--- config.mk ---
export PLATFORM = sky130hd
export DESIGN_NAME = connect4_board
export DESIGN_NICKNAME = d
export VERILOG_FILES = /design/src/rtl/connect4_pkg.sv /design/src/rtl/c4_line_count.sv /design/src/rtl/connect4_board.sv
export SDC_FILE = /design/constraint.sdc
export NUM_CORES = 1
export LEC_CHECK = 0
export CAP_MARGIN = 10
export CELL_PAD_IN_SITES_DETAIL_PLACEMENT = 0
export CELL_PAD_IN_SITES_GLOBAL_PLACEMENT = 2
export CORE_MARGIN = 4
export CORE_UTILIZATION = 40
export CTS_BUF_LIST = sky130_fd_sc_hd__clkbuf_2 sky130_fd_sc_hd__clkbuf_4 sky130_fd_sc_hd__clkbuf_8
export CTS_CLUSTER_SIZE = 40
export DETAILED_ROUTE_END_ITERATION = 10
export GPL_TIMING_DRIVEN = 0
export PLACE_DENSITY_LB_ADDON = 0.25
export SETUP_SLACK_MARGIN = 0.02
export SLEW_MARGIN = 25
export SYNTH_ARGS = -nofsm -noshare
export SYNTH_HDL_FRONTEND = slang
export SYNTH_SLANG_ARGS = --single-unit
--- constraint.sdc ---
create_clock -name clk_i -period 13.69 [get_ports clk_i]
set_clock_uncertainty 0.15 [all_clocks]
set_input_delay 2.0535 -clock clk_i [delete_from_list [all_inputs] [get_ports clk_i]]
set_output_delay 2.0535 -clock clk_i [all_outputs]
set_load 0.03 [all_outputs]
--- src/rtl/connect4_pkg.sv ---
// Shared Connect Four types: board geometry, cell/winner encodings, engine FSM states.
// Pure definitions; no timing or flow control.
package connect4_pkg;
    localparam int ROWS    = 6;
    localparam int COLS    = 7;
    localparam int WIN_LEN = 4;
    localparam int CELLS   = ROWS * COLS;

    typedef enum logic [1:0] {
        EMPTY = 2'b00,
        P1    = 2'b01,
        P2    = 2'b10
    } cell_t;

    typedef enum logic [1:0] {
        WIN_NONE = 2'b00,
        WIN_P1   = 2'b01,
        WIN_P2   = 2'b10,
        WIN_DRAW = 2'b11
    } winner_t;

    // Row 0 is the top row, column 0 the left column, as the renderer scans it.
    typedef logic [0:ROWS-1][0:COLS-1][1:0] board_t;

    typedef enum logic [2:0] {
        S_IDLE,
        S_PLACE,
        S_CHK_H,
        S_CHK_V,
        S_CHK_D1,
        S_CHK_D2,
        S_END
    } state_t;
endpackage

--- src/rtl/c4_line_count.sv ---
// Counts contiguous player cells through (row,col) along +/-(dr,dc), saturating at WIN_LEN.
// Purely combinational, no flow control.
module c4_line_count
    import connect4_pkg::*;
(
    input  board_t            board_i,
    input  logic [2:0]        row_i,
    input  logic [2:0]        col_i,
    input  logic signed [1:0] dr_i,
    input  logic signed [1:0] dc_i,
    input  logic [1:0]        player_i,
    output logic [2:0]        count_o
);
    localparam logic signed [4:0] ROW_LIM = 5'(ROWS);
    localparam logic signed [4:0] COL_LIM = 5'(COLS);

    logic signed [4:0] r, c, dr, dc;
    logic              run;
    logic [2:0]        cnt;

    always_comb begin
        dr  = {{3{dr_i[1]}}, dr_i};
        dc  = {{3{dc_i[1]}}, dc_i};
        cnt = 3'd1;
        r   = '0;
        c   = '0;
        run = 1'b0;
        // side 0 walks forward along the direction, side 1 walks backward
        for (int side = 0; side < 2; side++) begin
            r   = $signed({2'b00, row_i});
            c   = $signed({2'b00, col_i});
            run = 1'b1;
            for (int k = 1; k < WIN_LEN; k++) begin
                if (side == 0) begin
                    r = r + dr;
                    c = c + dc;
                end else begin
                    r = r - dr;
                    c = c - dc;
                end
                if (run && (r >= 5'sd0) && (r < ROW_LIM) && (c >= 5'sd0) && (c < COL_LIM)
                    && (board_i[r[2:0]][c[2:0]] == player_i)) begin
                    cnt = cnt + 3'd1;
                end else begin
                    run = 1'b0;
                end
            end
        end
        count_o = (cnt >= 3'(WIN_LEN)) ? 3'(WIN_LEN) : cnt;
    end
endmodule

--- src/rtl/connect4_board.sv ---
// Connect Four engine: gravity drop into a column, then one-cycle-per-direction win scan.
// Accept-to-accept is 6 cycles; move_valid is ignored (not queued) while move_ready is low.
module connect4_board
    import connect4_pkg::*;
(
    input  logic       clk_i,
    input  logic       rst_i,
    input  logic       new_game_i,
    input  logic       move_valid_i,
    input  logic [2:0] move_col_i,
    output logic       move_ready_o,
    output logic       move_reject_o,
    output board_t     grid_o,
    output logic [1:0] current_player_o,
    output logic       game_over_o,
    output logic [1:0] winner_o
);
    state_t     state_q;
    board_t     grid_q;
    logic [2:0] col_q;
    logic [2:0] row_q;
    cell_t      player_q;
    winner_t    winner_q;
    logic [5:0] count_q;
    logic       game_over_q;
    logic       ready_q;
    logic       reject_q;

    logic              col_ok;
    logic              col_full;
    logic [2:0]        col_idx;
    logic [2:0]        tgt_row;
    logic signed [1:0] dr;
    logic signed [1:0] dc;
    logic [2:0]        line_cnt;
    logic              line_win;

    always_comb begin
        col_ok   = (col_q < 3'(COLS));
        col_idx  = col_ok ? col_q : 3'd0;
        col_full = !col_ok || (grid_q[3'd0][col_idx] != EMPTY);
        tgt_row  = 3'd0;
        for (int r = 0; r < ROWS; r++) begin
            if (grid_q[3'(r)][col_idx] == EMPTY) begin
                tgt_row = 3'(r);
            end
        end
    end

    // Only the axis matters: the counter walks both ways from the origin.
    always_comb begin
        case (state_q)
            S_CHK_V:  begin dr = 2'sd1;  dc = 2'sd0; end
            S_CHK_D1: begin dr = 2'sd1;  dc = 2'sd1; end
            S_CHK_D2: begin dr = -2'sd1; dc = 2'sd1; end
            default:  begin dr = 2'sd0;  dc = 2'sd1; end
        endcase
    end

    c4_line_count u_line (
        .board_i  (grid_q),
        .row_i    (row_q),
        .col_i    (col_idx),
        .dr_i     (dr),
        .dc_i     (dc),
        .player_i (player_q),
        .count_o  (line_cnt)
    );

    assign line_win = (line_cnt >= 3'(WIN_LEN));

    always_ff @(posedge clk_i or posedge rst_i) begin
        if (rst_i) begin
            state_q     <= S_IDLE;
            grid_q      <= '0;
            col_q       <= '0;
            row_q       <= '0;
            player_q    <= P1;
            winner_q    <= WIN_NONE;
            count_q     <= '0;
            game_over_q <= 1'b0;
            ready_q     <= 1'b1;
            reject_q    <= 1'b0;
        end else if (new_game_i) begin
            state_q     <= S_IDLE;
            grid_q      <= '0;
            player_q    <= P1;
            winner_q    <= WIN_NONE;
            count_q     <= '0;
            game_over_q <= 1'b0;
            ready_q     <= 1'b1;
            reject_q    <= 1'b0;
        end else begin
            reject_q <= 1'b0;
            case (state_q)
                S_IDLE: begin
                    if (move_valid_i && ready_q) begin
                        col_q   <= move_col_i;
                        ready_q <= 1'b0;
                        state_q <= S_PLACE;
                    end
                end
                S_PLACE: begin
                    if (col_full) begin
                        reject_q <= 1'b1;
                        ready_q  <= 1'b1;
                        state_q  <= S_IDLE;
                    end else begin
                        grid_q[tgt_row][col_idx] <= player_q;
                        row_q   <= tgt_row;
                        count_q <= count_q + 6'd1;
                        state_q <= S_CHK_H;
                    end
                end
                S_CHK_H, S_CHK_V, S_CHK_D1: begin
                    if (line_win) begin
                        game_over_q <= 1'b1;
                        winner_q    <= (player_q == P1) ? WIN_P1 : WIN_P2;
                        state_q     <= S_END;
                    end else if (state_q == S_CHK_H) begin
                        state_q <= S_CHK_V;
                    end else if (state_q == S_CHK_V) begin
                        state_q <= S_CHK_D1;
                    end else begin
                        state_q <= S_CHK_D2;
                    end
                end
                S_CHK_D2: begin
                    if (line_win) begin
                        game_over_q <= 1'b1;
                        winner_q    <= (player_q == P1) ? WIN_P1 : WIN_P2;
                        state_q     <= S_END;
                    end else if (count_q == 6'(CELLS)) begin
                        game_over_q <= 1'b1;
                        winner_q    <= WIN_DRAW;
                        state_q     <= S_END;
                    end else begin
                        player_q <= (player_q == P1) ? P2 : P1;
                        ready_q  <= 1'b1;
                        state_q  <= S_IDLE;
                    end
                end
                S_END: state_q <= S_END;
                default: state_q <= S_IDLE;
            endcase
        end
    end

    assign move_ready_o     = ready_q;
    assign move_reject_o    = reject_q;
    assign grid_o           = grid_q;
    assign current_player_o = player_q;
    assign game_over_o      = game_over_q;
    assign winner_o         = winner_q;
endmodule
* Word-level counts from Yosys, hierarchy flattened
Memories as Yosys holds them, arrays and structs flattened. Index checks and enable logic that the tools add are counted.
Cells by class: $add $sub $neg 18, order comparisons 43, eq/ne operators 23, mux-type cells 113, bitwise gates (word level) 16, reductions and logical operators 51
Operator list (number):
- $bmux W14 S3 | 6
- $mux W84 | 3
- $mux W14 | 13
- $bwmux W84 | 1
- $mux W2 | 35
- $bmux W2 S3 | 10
- $ge A5 B1 Y1 const B | 12
- $lt A5 B4 Y1 const B | 12
- $ge A4 B4 Y1 const B | 14
- $not A3 Y4 | 14
- $mux W3 | 16
- $demux W14 S3 | 1
- $logic_and A1 B1 Y1 | 31
- $add A5 B2 Y5 | 4
- $sub A5 B2 Y5 | 4
- $mux W1 | 19
- $mux W6 | 3
- $ne A3 B3 Y1 const B | 5
- $pmux W3 S5 | 1
- $add A3 B1 Y3 const B | 4
- $eq A2 B2 Y1 | 6
- $reduce_and A3 Y1 | 4
- $eq A3 B3 Y1 const B | 3
- $logic_not A2 Y1 | 4
- 30 further kinds | 39
Word-level totals: register bits 106, ROM bits 16, input bits 7, output and inout port bits 91, logic and storage cells 316, memories 1
Memory list:
- (name not given) | depth 8, width 2, read ports 1, clocked after memory_dff 0, wr ports 0, line connect4_board.sv:44 | if (grid_q[3'(r)][col_idx] == EMPTY) begin

* Logic depth before layout (Yosys ltp)
depth after elaboration 38, depth in mapped cells 34, gate-level depth less buffers 31

* Hierarchy
Synthesis repeated with hierarchy kept, for this count alone.
Unflattened totals: cell total of the unflattened synthesis 1025, area total of the unflattened synthesis 9526.6 sq um
Modules (own cells, without submodules):
- c4_line_count | times used 1, cells an instance 614, area each 5515.3 sq um, sequential area each 0.0 sq um
- connect4_board | times used 1, cells an instance 411, area each 4011.3 sq um, sequential area each 1929.4 sq um

* Least setup slack after synthesis
OpenSTA, ideal clock, no wires.
kind register -> register, start point register state_q[1], end point register player_q[1] (netlist: current_player_o[1]), library setup time 128 ps, data arrival time 7985 ps, slack 5427 ps, cell stages (with the launch flop) 26, path buffers 2, period minus slack after synthesis 8263 ps, cells stage by stage dfrtp_1 > nand3b_1 > inv_1 > buf_2 > fa_1 > fa_1 > inv_1 > fa_1 > clkbuf_1 > mux4_2 > mux4_2 > o211ai_1 > xnor2_1 > nand4_1 > fa_1 > inv_1 > o22ai_1 > ha_1 > nand3_1 > nor4_1 > nand4_1 > or4_1 > a41o_1 > nor4_4 > nor4_2 > mux2_1
Between the ends: cells in the longest elaborated chain, start to end 37
Ends and longest elaborated chain:
- from (decl) | line connect4_board.sv:18 | state_t state_q;
- from (signal assigned) | line connect4_board.sv:74 | state_q <= S_IDLE;
- from (signal assigned) | line connect4_board.sv:85 | state_q <= S_IDLE;
- from (signal assigned) | line connect4_board.sv:100 | state_q <= S_PLACE;
- parallel branches: the longest is 36 deep, another holds $add A4 B2 Y5
- $reduce_and A3 Y1 (no line) *
- to (signal assigned) | line connect4_board.sv:138 | player_q <= (player_q == P1) ? P2 : P1;
- to (decl) | line connect4_board.sv:22 | cell_t player_q;
Mark *: on every way between the ends. The select of a mux whose other input is x is not followed. A chain may end at the register's enable or synchronous reset.

* Final worst setup path
start point register state_q[2], end point register player_q[1] (netlist: current_player_o[1])
Same word-level chain as after synthesis.

==> impl_metrics.json <==
{
  "root_buffer": "clkbuf_8",
  "required_ps": 13790,
  "worst_setup_path_start_kind": "flop",
  "ctsHoldBuffers": 0,
  "status": "complete, no violations",
  "drc": 0,
  "die_h_um": 152,
  "ctsResizeCount": 0,
  "slew_viol_final": 0,
  "n_antenna_cell": 0,
  "r2r_slack_ps": 3280,
  "ant_nets": 0,
  "core_area_mm2": 0.0203,
  "layout_commonest_cell": "nor2_1",
  "fin_hold_ws_ps": 413,
  "path_clk_slew_ps": 80,
  "avgSynthCellArea_um2": 9.70,
  "dr.pass1.iters": 5,
  "grt_pass1_wl_um": 47800,
  "endpoint_kind": "flop",
  "setup_violations": 0,
  "crit_type": "flop to flop",
  "fill_cells": 1987,
  "synth_edf_count": 0,
  "fin_nets": 1012,
  "area_growth_pct": 16.9,
  "postRouteWirelength_um": 31100,
  "synthesis.instances": 855,
  "synth.cell_area_mm2": 0.00830,
  "insertion_delay_ps": 360,
  "p_switching_mw": 1.29,
  "cts_buffer_depth": 2,
  "p_leak_nw": 3.95,
  "synth_flop_cell": "dfrtp_1",
  "cts.sinks": 77,
  "avgViaCountPerCell": 6.21,
  "postCtsSetupRepairBufs": 0,
  "io_pins": 98,
  "rsz0062_at_grt": "false",
  "synth_cell_type_count": 77,
  "die_w_um": 152,
  "critPathMaxFanout": 10,
  "grt_overflow_total": 0,
  "min_to": "game_over_o",
  "antenna_found_initial": 0,
  "grt_max_degree": 53,
  "core.rowCount": 52,
  "seq_area_frac_synth_pct": 23.3,
  "post_drt_wl_per_cell_um": 25.1,
  "dr.first_iter.drc_count": 943,
  "r2r_start": "state_q[2]",
  "portBuffers": 69,
  "intPower_mw": 1.10,
  "ir_drop_mv": 0.149,
  "pwr-share-seq_pct": 12.0,
  "min_path_type": "flop to flop",
  "timing.rr.end": "current_player_o[1]",
  "sw_frac_of_total_pct": 54.0,
  "min_from": "game_over_o",
  "route.vias.total": 7696,
  "htreeDepth": 3,
  "hold_viol_final": 0,
  "cts_buffers": 9,
  "synthArstFlopShare_pct": 100,
  "p_comb_share_pct": 79.5,
  "finalWeightedCongestion": 0.969,
  "cap_violations": 0,
  "p_per_area_mw_per_mm2": 246,
  "power_frac_clock_pct": 8.4,
  "arrival_ps": 10510,
  "worstMarginPinSlew_ps": 925,
  "final_cell_mix": "109 x nor2_1, 84 x a21oi_1, 79 x mux4_2, 75 x dfrtp_1, 69 x clkdlybuf4s50_1",
  "synth-seq-cells": 77,
  "worst_slew_margin_rel_pct": 38.1,
  "die-area_mm2": 0.0231,
  "reg2reg_depth": 26,
  "yosysWarningCount": 0,
  "period_share_pct": 76.1,
  "finalSetupTns_ps": 0,
  "initial_core_util_pct": 40.9,
  "drive_gt1_share_pct": 19.4,
  "min_path_cells": 2,
  "grt_pass1_vias": 7533,
  "max_freq_mhz": 96.0,
  "grt_use_total_pct": 26.6,
  "cts_tree": "yes",
  "fin_crit_ps": 10410,
  "dp_hpwl_um": 23000
}
-- synth_stat cells, drive strengths merged (6+ instances only) --
master	number	area share [%]
nand3	18	1.1
ha	34	5.1
nor3	9	0.54
mux2i	26	3.1
clkbuf	28	1.3
nor4	13	1.3
a21oi	84	5.1
o31ai	6	0.54
nor3b	9	0.81
dfrtp	75	23
a22oi	6	0.54
mux4	79	21
buf	55	4.5
o22ai	7	0.53
xnor2	23	2.7
mux2	21	2.9
xor2	11	1.2
nand2b	14	1.1
nor2	110	5.0
and2	7	0.53
fa	7	1.7
a211oi	11	1.0
nor2b	15	1.1
nand3b	9	0.81
nand2	44	2.0
nand4	10	0.75
o21ai	28	1.7
inv	27	1.2
-- power groups by stage --
stage	clock, mW	combinational, mW	sequential, mW
floorplan	0	1.39	0.287
global placement	0	1.87	0.290
detailed placement	0	1.87	0.290
CTS	0.204	1.88	0.286
global route	0.214	2.05	0.291
finish	0.201	1.90	0.288
-- cell type report --
class	count	area (um2)	share of cell area, %
plain buffers	83	477	4.91
clock buffers	13	160	1.65
clock inverters	3	68.8	0.709
inverters	28	108	1.11
multi-input cells	694	5900	60.8
flip-flops and latches	77	1930	19.9
well taps	270	338	3.48
repair buffers	71	723	7.46
-- metal layers --
metal	track usage [%]	share of wire, %	vias up
met3	3.30	8.0	81
met4	11.6	4.5	0
met5	0	0	-
met2	41.9	46	468
li1	-	-	3392
met1	37.1	41	3755
-- flip-flops by register name, summed over array words and instances (netlist names) --
signal and cells:
grid_o 56, count_q 6, col_q 3, state_q 3, current_player_o 2, row_q 2, winner_o 2, game_over_o 1
move_ready_o 1, move_reject_o 1
-- logic make-up after synthesis --
logic type / share of synthesized area [%]
AND/OR/NAND/NOR: 16.7
adder cells (fa/ha/maj): 6.82
multiplexers: 27.4
buffers and inverters: 7.01
other: 0.0452
flip-flops: 23.3
AO/OA/AOI/OAI: 14.3
XOR/XNOR: 4.45
-- worst max-delay path, stage by stage (launching register included) --
cell	delay (ps)
dfrtp_1	470
clkbuf_1	410
inv_1	130
o21ai_0	510
ha_1	450
fa_1	530
fa_1	770
inv_1	250
fa_1	760
clkbuf_1	580
mux4_2	400
mux4_2	470
o211ai_1	380
xnor2_1	170
nand4_1	240
fa_1	530
inv_1	120
o22ai_1	90
ha_1	320
nand3_1	110
nor4_1	310
nand4_1	170
or4_1	640
a41o_1	320
nor4_4	550
nor4_2	130
mux2_1	350
-- through the flow --
stage / util [%] / instance area [um2] / total power, mW / setup slack, ps / cells
2_1_floorplan: - / 8400 / 1.68 / 5430 / 882
3_3_place_gp: 46.4 / 9430 / 2.16 / 3270 / 1221
3_5_place_dp: 46.7 / 9470 / 2.16 / 3280 / 1223
4_1_cts: 47.8 / 9700 / 2.37 / 3260 / 1239
5_1_grt: 47.8 / 9700 / 2.55 / 2790 / 1239
6_report: 47.8 / 9700 / 2.39 / 3280 / 1239
-- how the worst max path moves through the flow --
stage                     startpoint                   to  slack, ps
final                     state_q[2]  current_player_o[1]       3280
after global routing      state_q[0]          winner_o[0]       2790
after CTS                 state_q[1]  current_player_o[1]       3260
after detailed placement  state_q[1]          winner_o[0]       3280
after global placement    state_q[0]  current_player_o[1]       3270
after floorplan           state_q[1]  current_player_o[1]       5430
No activity file was read; power rests on OpenSTA's default activity.
